**config.mk**
```make
export PLATFORM = sky130hd
export DESIGN_NAME = sb_param_cfgchain
export DESIGN_NICKNAME = d
export VERILOG_FILES = /design/src/rtl/sb_cfg_pkg.sv /design/src/rtl/sb_track_mux.sv /design/src/rtl/sb_param_cfgchain.sv
export SDC_FILE = /design/constraint.sdc
export NUM_CORES = 1
export LEC_CHECK = 0
export ABC_AREA = 1
export BUFFER_PORTS_ARGS = -buffer_cell sky130_fd_sc_hd__buf_4
export CAP_MARGIN = 20
export CORE_MARGIN = 5
export CORE_UTILIZATION = 55
export DETAILED_ROUTE_END_ITERATION = 12
export HOLD_SLACK_MARGIN = 0.1
export PLACE_DENSITY = 0.8
export SLEW_MARGIN = 5
export SYNTH_ARGS = -nofsm -noshare
export SYNTH_HDL_FRONTEND = slang
export SYNTH_SLANG_ARGS = --single-unit
```
**constraint.sdc**
```tcl
create_clock -name prog_clk -period 2.43 [get_ports prog_clk]
set_input_delay 0.3645 -clock prog_clk [delete_from_list [all_inputs] [get_ports prog_clk]]
set_output_delay 0.3645 -clock prog_clk [all_outputs]
set_load 0.01 [all_outputs]
```
**src/rtl/sb_cfg_pkg.sv**
```systemverilog
// Shared types and helpers for the east/south switch block with a
// double-buffered prog_clk configuration chain.
package sb_cfg_pkg;

  typedef enum logic {
    IDLE  = 1'b0,
    SHIFT = 1'b1
  } sb_cfg_state_e;

  // Select width of one track mux; a 2:1 mux still needs one select bit.
  function automatic int sel_w(input int mux_size);
    return (mux_size <= 2) ? 1 : $clog2(mux_size);
  endfunction

  // Channel track feeding input k (k >= 1) of output track t. The twist
  // rotates the channel so neighbouring outputs tap different tracks.
  function automatic int twist_idx(input int t, input int k, input int chan_w);
    int v;
    v = chan_w - 2 - t + k - 1;
    return ((v % chan_w) + chan_w) % chan_w;
  endfunction

endpackage

```
**src/rtl/sb_track_mux.sv**
```systemverilog
// One MUX_SIZE:1 binary-select track mux. Select codes with no matching
// input drive 0 so unused encodings never float a track.
import sb_cfg_pkg::*;

module sb_track_mux #(
  parameter int MUX_SIZE = 2,
  parameter int SEL_W    = 1
) (
  input  logic [MUX_SIZE-1:0] mux_in,
  input  logic [SEL_W-1:0]    sel,
  output logic                mux_out
);

  // Decode the select; out-of-range codes leave the default 0.
  always_comb begin
    mux_out = 1'b0;
    for (int i = 0; i < MUX_SIZE; i++) begin
      if (sel == i[SEL_W-1:0]) mux_out = mux_in[i];
    end
  end

endmodule

```
**src/rtl/sb_param_cfgchain.sv**
```systemverilog
// Parametrised east/south switch block. Mux selects come from a serial
// config chain: a shadow shift register that is copied into the active
// register only on a validated commit, so live routing never glitches.
// Optional feature: define SB_CFG_PARITY_EN to append an even-parity bit
// (shadow[0]) that must check out before a commit is accepted.
import sb_cfg_pkg::*;

module sb_param_cfgchain #(
  parameter int CHAN_W   = 9,
  parameter int PIN_W    = 8,
  parameter int MUX_SIZE = 2
) (
  input  logic              prog_clk,
  input  logic              prog_reset_n,
  input  logic [CHAN_W-1:0] chanx_right_in,
  input  logic [CHAN_W-1:0] chany_bottom_in,
  input  logic [PIN_W-1:0]  right_pin_in,
  input  logic [PIN_W-1:0]  bottom_pin_in,
  input  logic              ccff_head,
  input  logic              cfg_shift,
  input  logic              cfg_commit,
  output logic [CHAN_W-1:0] chanx_right_out,
  output logic [CHAN_W-1:0] chany_bottom_out,
  output logic              ccff_tail,
  output logic              cfg_valid,
  output logic              cfg_err
);

  localparam int SEL_W = sel_w(MUX_SIZE);
`ifdef SB_CFG_PARITY_EN
  localparam int P = 1;
`else
  localparam int P = 0;
`endif
  localparam int CFG_BITS = 2 * CHAN_W * SEL_W + P;
  localparam int CNT_W    = $clog2(CFG_BITS + 2);
  localparam logic [CNT_W-1:0] CNT_FULL = CNT_W'(CFG_BITS);
  localparam logic [CNT_W-1:0] CNT_SAT  = CNT_W'(CFG_BITS + 1);

  sb_cfg_state_e       state_q, state_d;
  logic [CFG_BITS-1:0] shadow_q, shadow_d;
  logic [CFG_BITS-1:0] active_q, active_d;
  logic [CNT_W-1:0]    bit_cnt_q, bit_cnt_d;
  logic                cfg_valid_q, cfg_valid_d;
  logic                cfg_err_q, cfg_err_d;
  logic                parity_ok;
  logic                commit_eval;
  logic                commit_clash;
  logic [CHAN_W-1:0]   right_raw;
  logic [CHAN_W-1:0]   bottom_raw;

`ifdef SB_CFG_PARITY_EN
  assign parity_ok = ~(^shadow_q);
`else
  assign parity_ok = 1'b1;
`endif

  // A commit is honoured only once the chain is idle; one that overlaps a
  // shift is always a failure.
  assign commit_eval  = cfg_commit && !cfg_shift && (state_q == IDLE);
  assign commit_clash = cfg_commit && cfg_shift;

  // Next-state logic: FSM, shadow shift, bit counter and commit handling.
  always_comb begin
    state_d     = state_q;
    shadow_d    = shadow_q;
    active_d    = active_q;
    bit_cnt_d   = bit_cnt_q;
    cfg_valid_d = cfg_valid_q;
    cfg_err_d   = cfg_err_q;

    case (state_q)
      IDLE:    if (cfg_shift)  state_d = SHIFT;
      SHIFT:   if (!cfg_shift) state_d = IDLE;
      default: state_d = IDLE;
    endcase

    if (cfg_shift) begin
      shadow_d = {shadow_q[CFG_BITS-2:0], ccff_head};
      if (bit_cnt_q != CNT_SAT) bit_cnt_d = bit_cnt_q + 1'b1;
    end

    if (commit_clash) begin
      cfg_err_d = 1'b1;
      bit_cnt_d = '0;
    end else if (commit_eval) begin
      bit_cnt_d = '0;
      if ((bit_cnt_q == CNT_FULL) && parity_ok) begin
        active_d    = shadow_q;
        cfg_valid_d = 1'b1;
        cfg_err_d   = 1'b0;
      end else begin
        cfg_err_d = 1'b1;
      end
    end
  end

  // Configuration state; any reset drops both the partial and live config.
  always_ff @(posedge prog_clk or negedge prog_reset_n) begin
    if (!prog_reset_n) begin
      state_q     <= IDLE;
      shadow_q    <= '0;
      active_q    <= '0;
      bit_cnt_q   <= '0;
      cfg_valid_q <= 1'b0;
      cfg_err_q   <= 1'b0;
    end else begin
      state_q     <= state_d;
      shadow_q    <= shadow_d;
      active_q    <= active_d;
      bit_cnt_q   <= bit_cnt_d;
      cfg_valid_q <= cfg_valid_d;
      cfg_err_q   <= cfg_err_d;
    end
  end

  for (genvar t = 0; t < CHAN_W; t++) begin : g_trk
    logic [MUX_SIZE-1:0] r_in;
    logic [MUX_SIZE-1:0] b_in;

    assign r_in[0] = right_pin_in[t % PIN_W];
    assign b_in[0] = bottom_pin_in[t % PIN_W];

    for (genvar k = 1; k < MUX_SIZE; k++) begin : g_in
      localparam int IDX = twist_idx(t, k, CHAN_W);
      assign r_in[k] = chany_bottom_in[IDX];
      assign b_in[k] = chanx_right_in[IDX];
    end

    sb_track_mux #(.MUX_SIZE(MUX_SIZE), .SEL_W(SEL_W)) u_right (
      .mux_in  (r_in),
      .sel     (active_q[P + t*SEL_W +: SEL_W]),
      .mux_out (right_raw[t])
    );

    sb_track_mux #(.MUX_SIZE(MUX_SIZE), .SEL_W(SEL_W)) u_bottom (
      .mux_in  (b_in),
      .sel     (active_q[P + (CHAN_W + t)*SEL_W +: SEL_W]),
      .mux_out (bottom_raw[t])
    );
  end

  assign chanx_right_out  = cfg_valid_q ? right_raw  : '0;
  assign chany_bottom_out = cfg_valid_q ? bottom_raw : '0;
  assign ccff_tail        = shadow_q[CFG_BITS-1];
  assign cfg_valid        = cfg_valid_q;
  assign cfg_err          = cfg_err_q;

endmodule

```
==> results_tabular.tex <==
\begin{tabular}{lr}
\hline
Metric & Value \\
\hline
\multicolumn{2}{l}{\textbf{Final layout}} \\
\quad Net total in the final layout & 348 \\
\quad Fraction of layout cells with a size suffix above 1 & 0.2565 \\
\quad Storage cell area & approximately 1100 um\^{}2 \\
\quad Leading cell types in the layout, fill and taps excluded & sky130\_fd\_sc\_hd\_\_buf\_4 (59), sky130\_fd\_sc\_hd\_\_nand2\_1 (57), sky130\_fd\_sc\_hd\_\_inv\_1 (45), sky130\_fd\_sc\_hd\_\_dfrtp\_1 (44), sky130\_fd\_sc\_hd\_\_o21ai\_0 (36) \\
\quad Area taken by multi-input logic gates & $\sim$750 um\^{}2 \\
\quad Most frequent standard cell in the layout excluding fill and tap cells & sky130\_fd\_sc\_hd\_\_buf\_4 \\
\quad Area growth from synthesis to layout & 26.79\% \\
\quad Filler cell count in the final layout & 320 \\
\quad Final core occ & 0.7215 \\
\quad Count of antenna diodes in the layout & 0 \\
\multicolumn{2}{l}{\textbf{Global routing}} \\
\quad Maximum number of pins on one net before global-route repair & 45 \\
\quad Antenna violations before repair & 0 \\
\quad Total GRT Usage & 0.1697 \\
\quad Number of global-route vias before repair & approximately 1,700 \\
\quad Gr ovfl total & 0 \\
\quad First-pass GRT wire length & $\sim$7.0 mm \\
\multicolumn{2}{l}{\textbf{STA}} \\
\quad Slew Viols, Final & 0 \\
\quad Count of final hold-check violations & 0 \\
\quad Total Negative Setup Slacks & 0 ns \\
\quad F\_max & 0.5225 GHz \\
\quad Number of failing setup endpoints in the final timing report & 0 \\
\quad Clock tree skew after final layout & between 0.002 and 0.0025 ns \\
\quad Final Critical Period & around 1.9 ns \\
\quad Setup repair after global routing missed its margin & false \\
\quad Slew at the pin closest to its max-slew limit & approximately 0.59 ns \\
\quad Final cycle utilization of the critical path & 0.7877 \\
\quad Worst slew margin relative to its limit & 0.6050 \\
\multicolumn{2}{l}{\textbf{Die}} \\
\quad Placeable Area & 3661 um\^{}2 \\
\quad Floorplan die area & 5119 um\^{}2 \\
\quad Die X & between 70 and 80 um \\
\quad Vertical extent of the die & between 70 and 80 um \\
\quad Top-level I/O count & 60 \\
\quad Std cell rows & 22 \\
\quad Effective utilization at floorplan & 0.5690 \\
\multicolumn{2}{l}{\textbf{Clocking}} \\
\quad Worst-Skew Late Latency & 0.28 ns \\
\quad Hold-fix buffers at CTS & 1 \\
\quad Post-cts gate resize count & 0 \\
\quad Clock tree from TritonCTS & done \\
\quad Number of sinks handled by clock tree synthesis & 44 \\
\quad Post-CTS setup buffer count & 0 \\
\quad Number of buffers between clock root and the deepest sink & 2 \\
\quad Master cell of the clock root buffer & sky130\_fd\_sc\_hd\_\_clkbuf\_8 \\
\quad Clock edge transition at the registers on the reported setup and hold paths & 0.07 ns \\
\quad Number of levels in the clock H-tree & 2 \\
\quad Number of CTS-inserted buffers & 5 \\
\multicolumn{2}{l}{\textbf{Placed design}} \\
\quad Routability congestion estimate & 0.8033 \\
\quad DPL Wire Length & around 3 mm \\
\quad Number of port buffers & slightly below 60 \\
\multicolumn{2}{l}{\textbf{Worst setup path}} \\
\quad End of the worst register-to-register path & active\_q[3]\$\_DFFE\_PN0P\_ \\
\quad CP Class & flip-flop to output pin \\
\quad Critical Path Start Type & flip-flop \\
\quad FF-to-FF path depth & 5 \\
\quad Largest driver fanout on the critical path & 20 \\
\quad Required time worst endpoint & around 2.1 ns \\
\quad Slowest library cell on the worst path & sky130\_fd\_sc\_hd\_\_dfrtp\_1 \\
\quad Critical path data arrival time & between 1.5 and 2 ns \\
\quad Largest stage delay on the critical path & just over 0.7 ns \\
\quad Worst Setup End Kind & output pin \\
\quad Setup slack, reg-to-reg & around 0.94 ns \\
\quad Sequence of cells on the critical path & o21ai\_0 -> a21oi\_1 -> buf\_4 \\
\quad Worst flop-to-flop path startpoint & bit\_cnt\_q[2]\$\_DFFE\_PN0P\_ \\
\multicolumn{2}{l}{\textbf{Synth}} \\
\quad Register area share after synthesis & 0.5285 \\
\quad Distinct cell type count of the synthesized netlist & 18 \\
\quad Gate count after technology mapping & roughly 250 \\
\quad Cell Area, Synth & between 2000 and 2500 um\^{}2 \\
\quad Mean instance size in the synthesized netlist & between 8 and 9 um\^{}2 \\
\quad Flip-flop and latch count after synthesis & 44 \\
\quad Mapped Nets & 290 \\
\quad Ys Warns & 0 \\
\multicolumn{2}{l}{\textbf{Power}} \\
\quad Total power divided by cell area & $\sim$570 nW/um\^{}2 \\
\quad Maximum ir drop on the vdd rail & around 0.43 mV \\
\quad Leak & around 1.4 nW \\
\multicolumn{2}{l}{\textbf{Worst hold path}} \\
\quad Endpoint of the worst hold-timing path & shadow\_q[0]\$\_DFFE\_PN0P\_ \\
\quad Worst min-delay path startpoint & ccff\_head \\
\quad Hold Path Cell Cnt & 3 \\
\quad Worst min-delay path class & input port to flip-flop \\
\multicolumn{2}{l}{\textbf{Status}} \\
\quad Run status & complete, no violations \\
\multicolumn{2}{l}{\textbf{Route}} \\
\quad Detailed-route wire length & 4.074 mm \\
\quad Number of antenna-violating nets in the routed design & 0 \\
\quad Per-cell routed wire length & between 10 and 15 um \\
\quad First-iteration detailed-routing DRC count & between 90 and 100 \\
\quad Post-route DRC & 0 \\
\quad Via count & about 1,800 \\
\quad 1st-pass router iterations & 4 \\
\quad Via density per instance & between 4 and 5 \\
\multicolumn{2}{l}{\textbf{Job}} \\
\quad Number of maximum-capacitance violations & 0 \\
\hline
\end{tabular}
==> layout make-up <==
cell class | count | share of cell area
well taps | 48 | 0.02274
inverters | 45 | 0.06395
clock buffers | 8 | 0.03411
multi-input cells | 150 | 0.2833
repair buffers | 61 | 0.1791
flip-flops and latches | 44 | 0.4169
==> worst max-delay path, delay by kind of cell (launching register included) <==
family          cells  cell delay (ns)
flops               1             0.72
compound gates      2             0.40
buf+inv             1             0.15
==> through the flow <==
step	cell area, um^2	worst slack (ns)	power [mW]	cells	hold slack, ns
5_1_grt	2641	0.4102	1.603	356	0.2873
3_3_place_gp	2541	0.8930	1.063	347	0.3878
6_report	2641	0.5160	1.509	356	0.2843
3_5_place_dp	2541	0.8137	1.072	347	0.3843
2_1_floorplan	2083	1.038	0.9604	249	0.06891
4_1_cts	2641	0.4858	1.533	356	0.2762
==> where the power goes <==
group | internal (mW) | total (mW) | switching [mW]
sequential | 0.788 | 0.827 | 0.0389
combinational | 0.107 | 0.230 | 0.123
clock | 0.232 | 0.452 | 0.220
==> flip-flops by register name, indices dropped and copies added, names as in the netlist <==
signal and flops:
active_q 18, bit_cnt_q 5, cfg_err 1, cfg_valid 1, shadow_q 18, state_q 1
==> how the worst max path moves through the flow <==
stage,slack (ns),depth (start not counted),start,end
detailed placement,0.81,3,cfg_valid$_DFFE_PN0P_,chanx_right_out[8]
global route,0.41,3,cfg_valid$_DFFE_PN0P_,chanx_right_out[8]
global placement,0.89,3,cfg_valid$_DFFE_PN0P_,chanx_right_out[6]
finish,0.52,3,cfg_valid$_DFFE_PN0P_,chanx_right_out[8]
CTS,0.49,3,cfg_valid$_DFFE_PN0P_,chanx_right_out[8]
floorplan,1.04,3,cfg_valid$_DFFE_PN0P_,chanx_right_out[0]
==> Yosys cell counts <==
cell type / n / area share
sky130_fd_sc_hd__nand4_1: 4 / 0.012
sky130_fd_sc_hd__nor2_1: 7 / 0.013
sky130_fd_sc_hd__clkbuf_1: 3 / 0.0054
sky130_fd_sc_hd__nand3_1: 4 / 0.0096
sky130_fd_sc_hd__xor2_1: 1 / 0.0042
sky130_fd_sc_hd__ha_1: 2 / 0.012
sky130_fd_sc_hd__inv_1: 45 / 0.081
sky130_fd_sc_hd__buf_2: 2 / 0.0048
sky130_fd_sc_hd__nand2_1: 57 / 0.10
sky130_fd_sc_hd__o21ai_1: 8 / 0.019
sky130_fd_sc_hd__dfrtp_1: 44 / 0.53
sky130_fd_sc_hd__o21a_1: 1 / 0.0036
sky130_fd_sc_hd__buf_6: 4 / 0.022
sky130_fd_sc_hd__buf_1: 1 / 0.0018
sky130_fd_sc_hd__nor3_2: 1 / 0.0048
sky130_fd_sc_hd__o21ai_2: 11 / 0.046
sky130_fd_sc_hd__a21oi_1: 18 / 0.043
sky130_fd_sc_hd__o21ai_0: 36 / 0.086
==> logic make-up (layout without fill, tap and decap cells) <==
kind of cell | Yosys count | in the layout | synth area share
buffers and inverters | 55 | 114 | 0.1147
AOI/OAI and AO/OA | 74 | 74 | 0.1988
DFF | 44 | 44 | 0.5285
adders and majority gates | 2 | 2 | 0.01201
and+or+nand+nor | 73 | 73 | 0.1417
xor gates and xnor gates | 1 | 1 | 0.004205
==> per-layer routing <==
metal  share of wire  up-vias  GRT usage
li1                -      900          -
met1            0.43      815     0.1975
met2            0.49       38     0.3061
met3           0.069        6    0.04348
met4           0.011        0    0.05010
met5               0        -          0
Note: power is estimated with default switching activity, not from simulation.
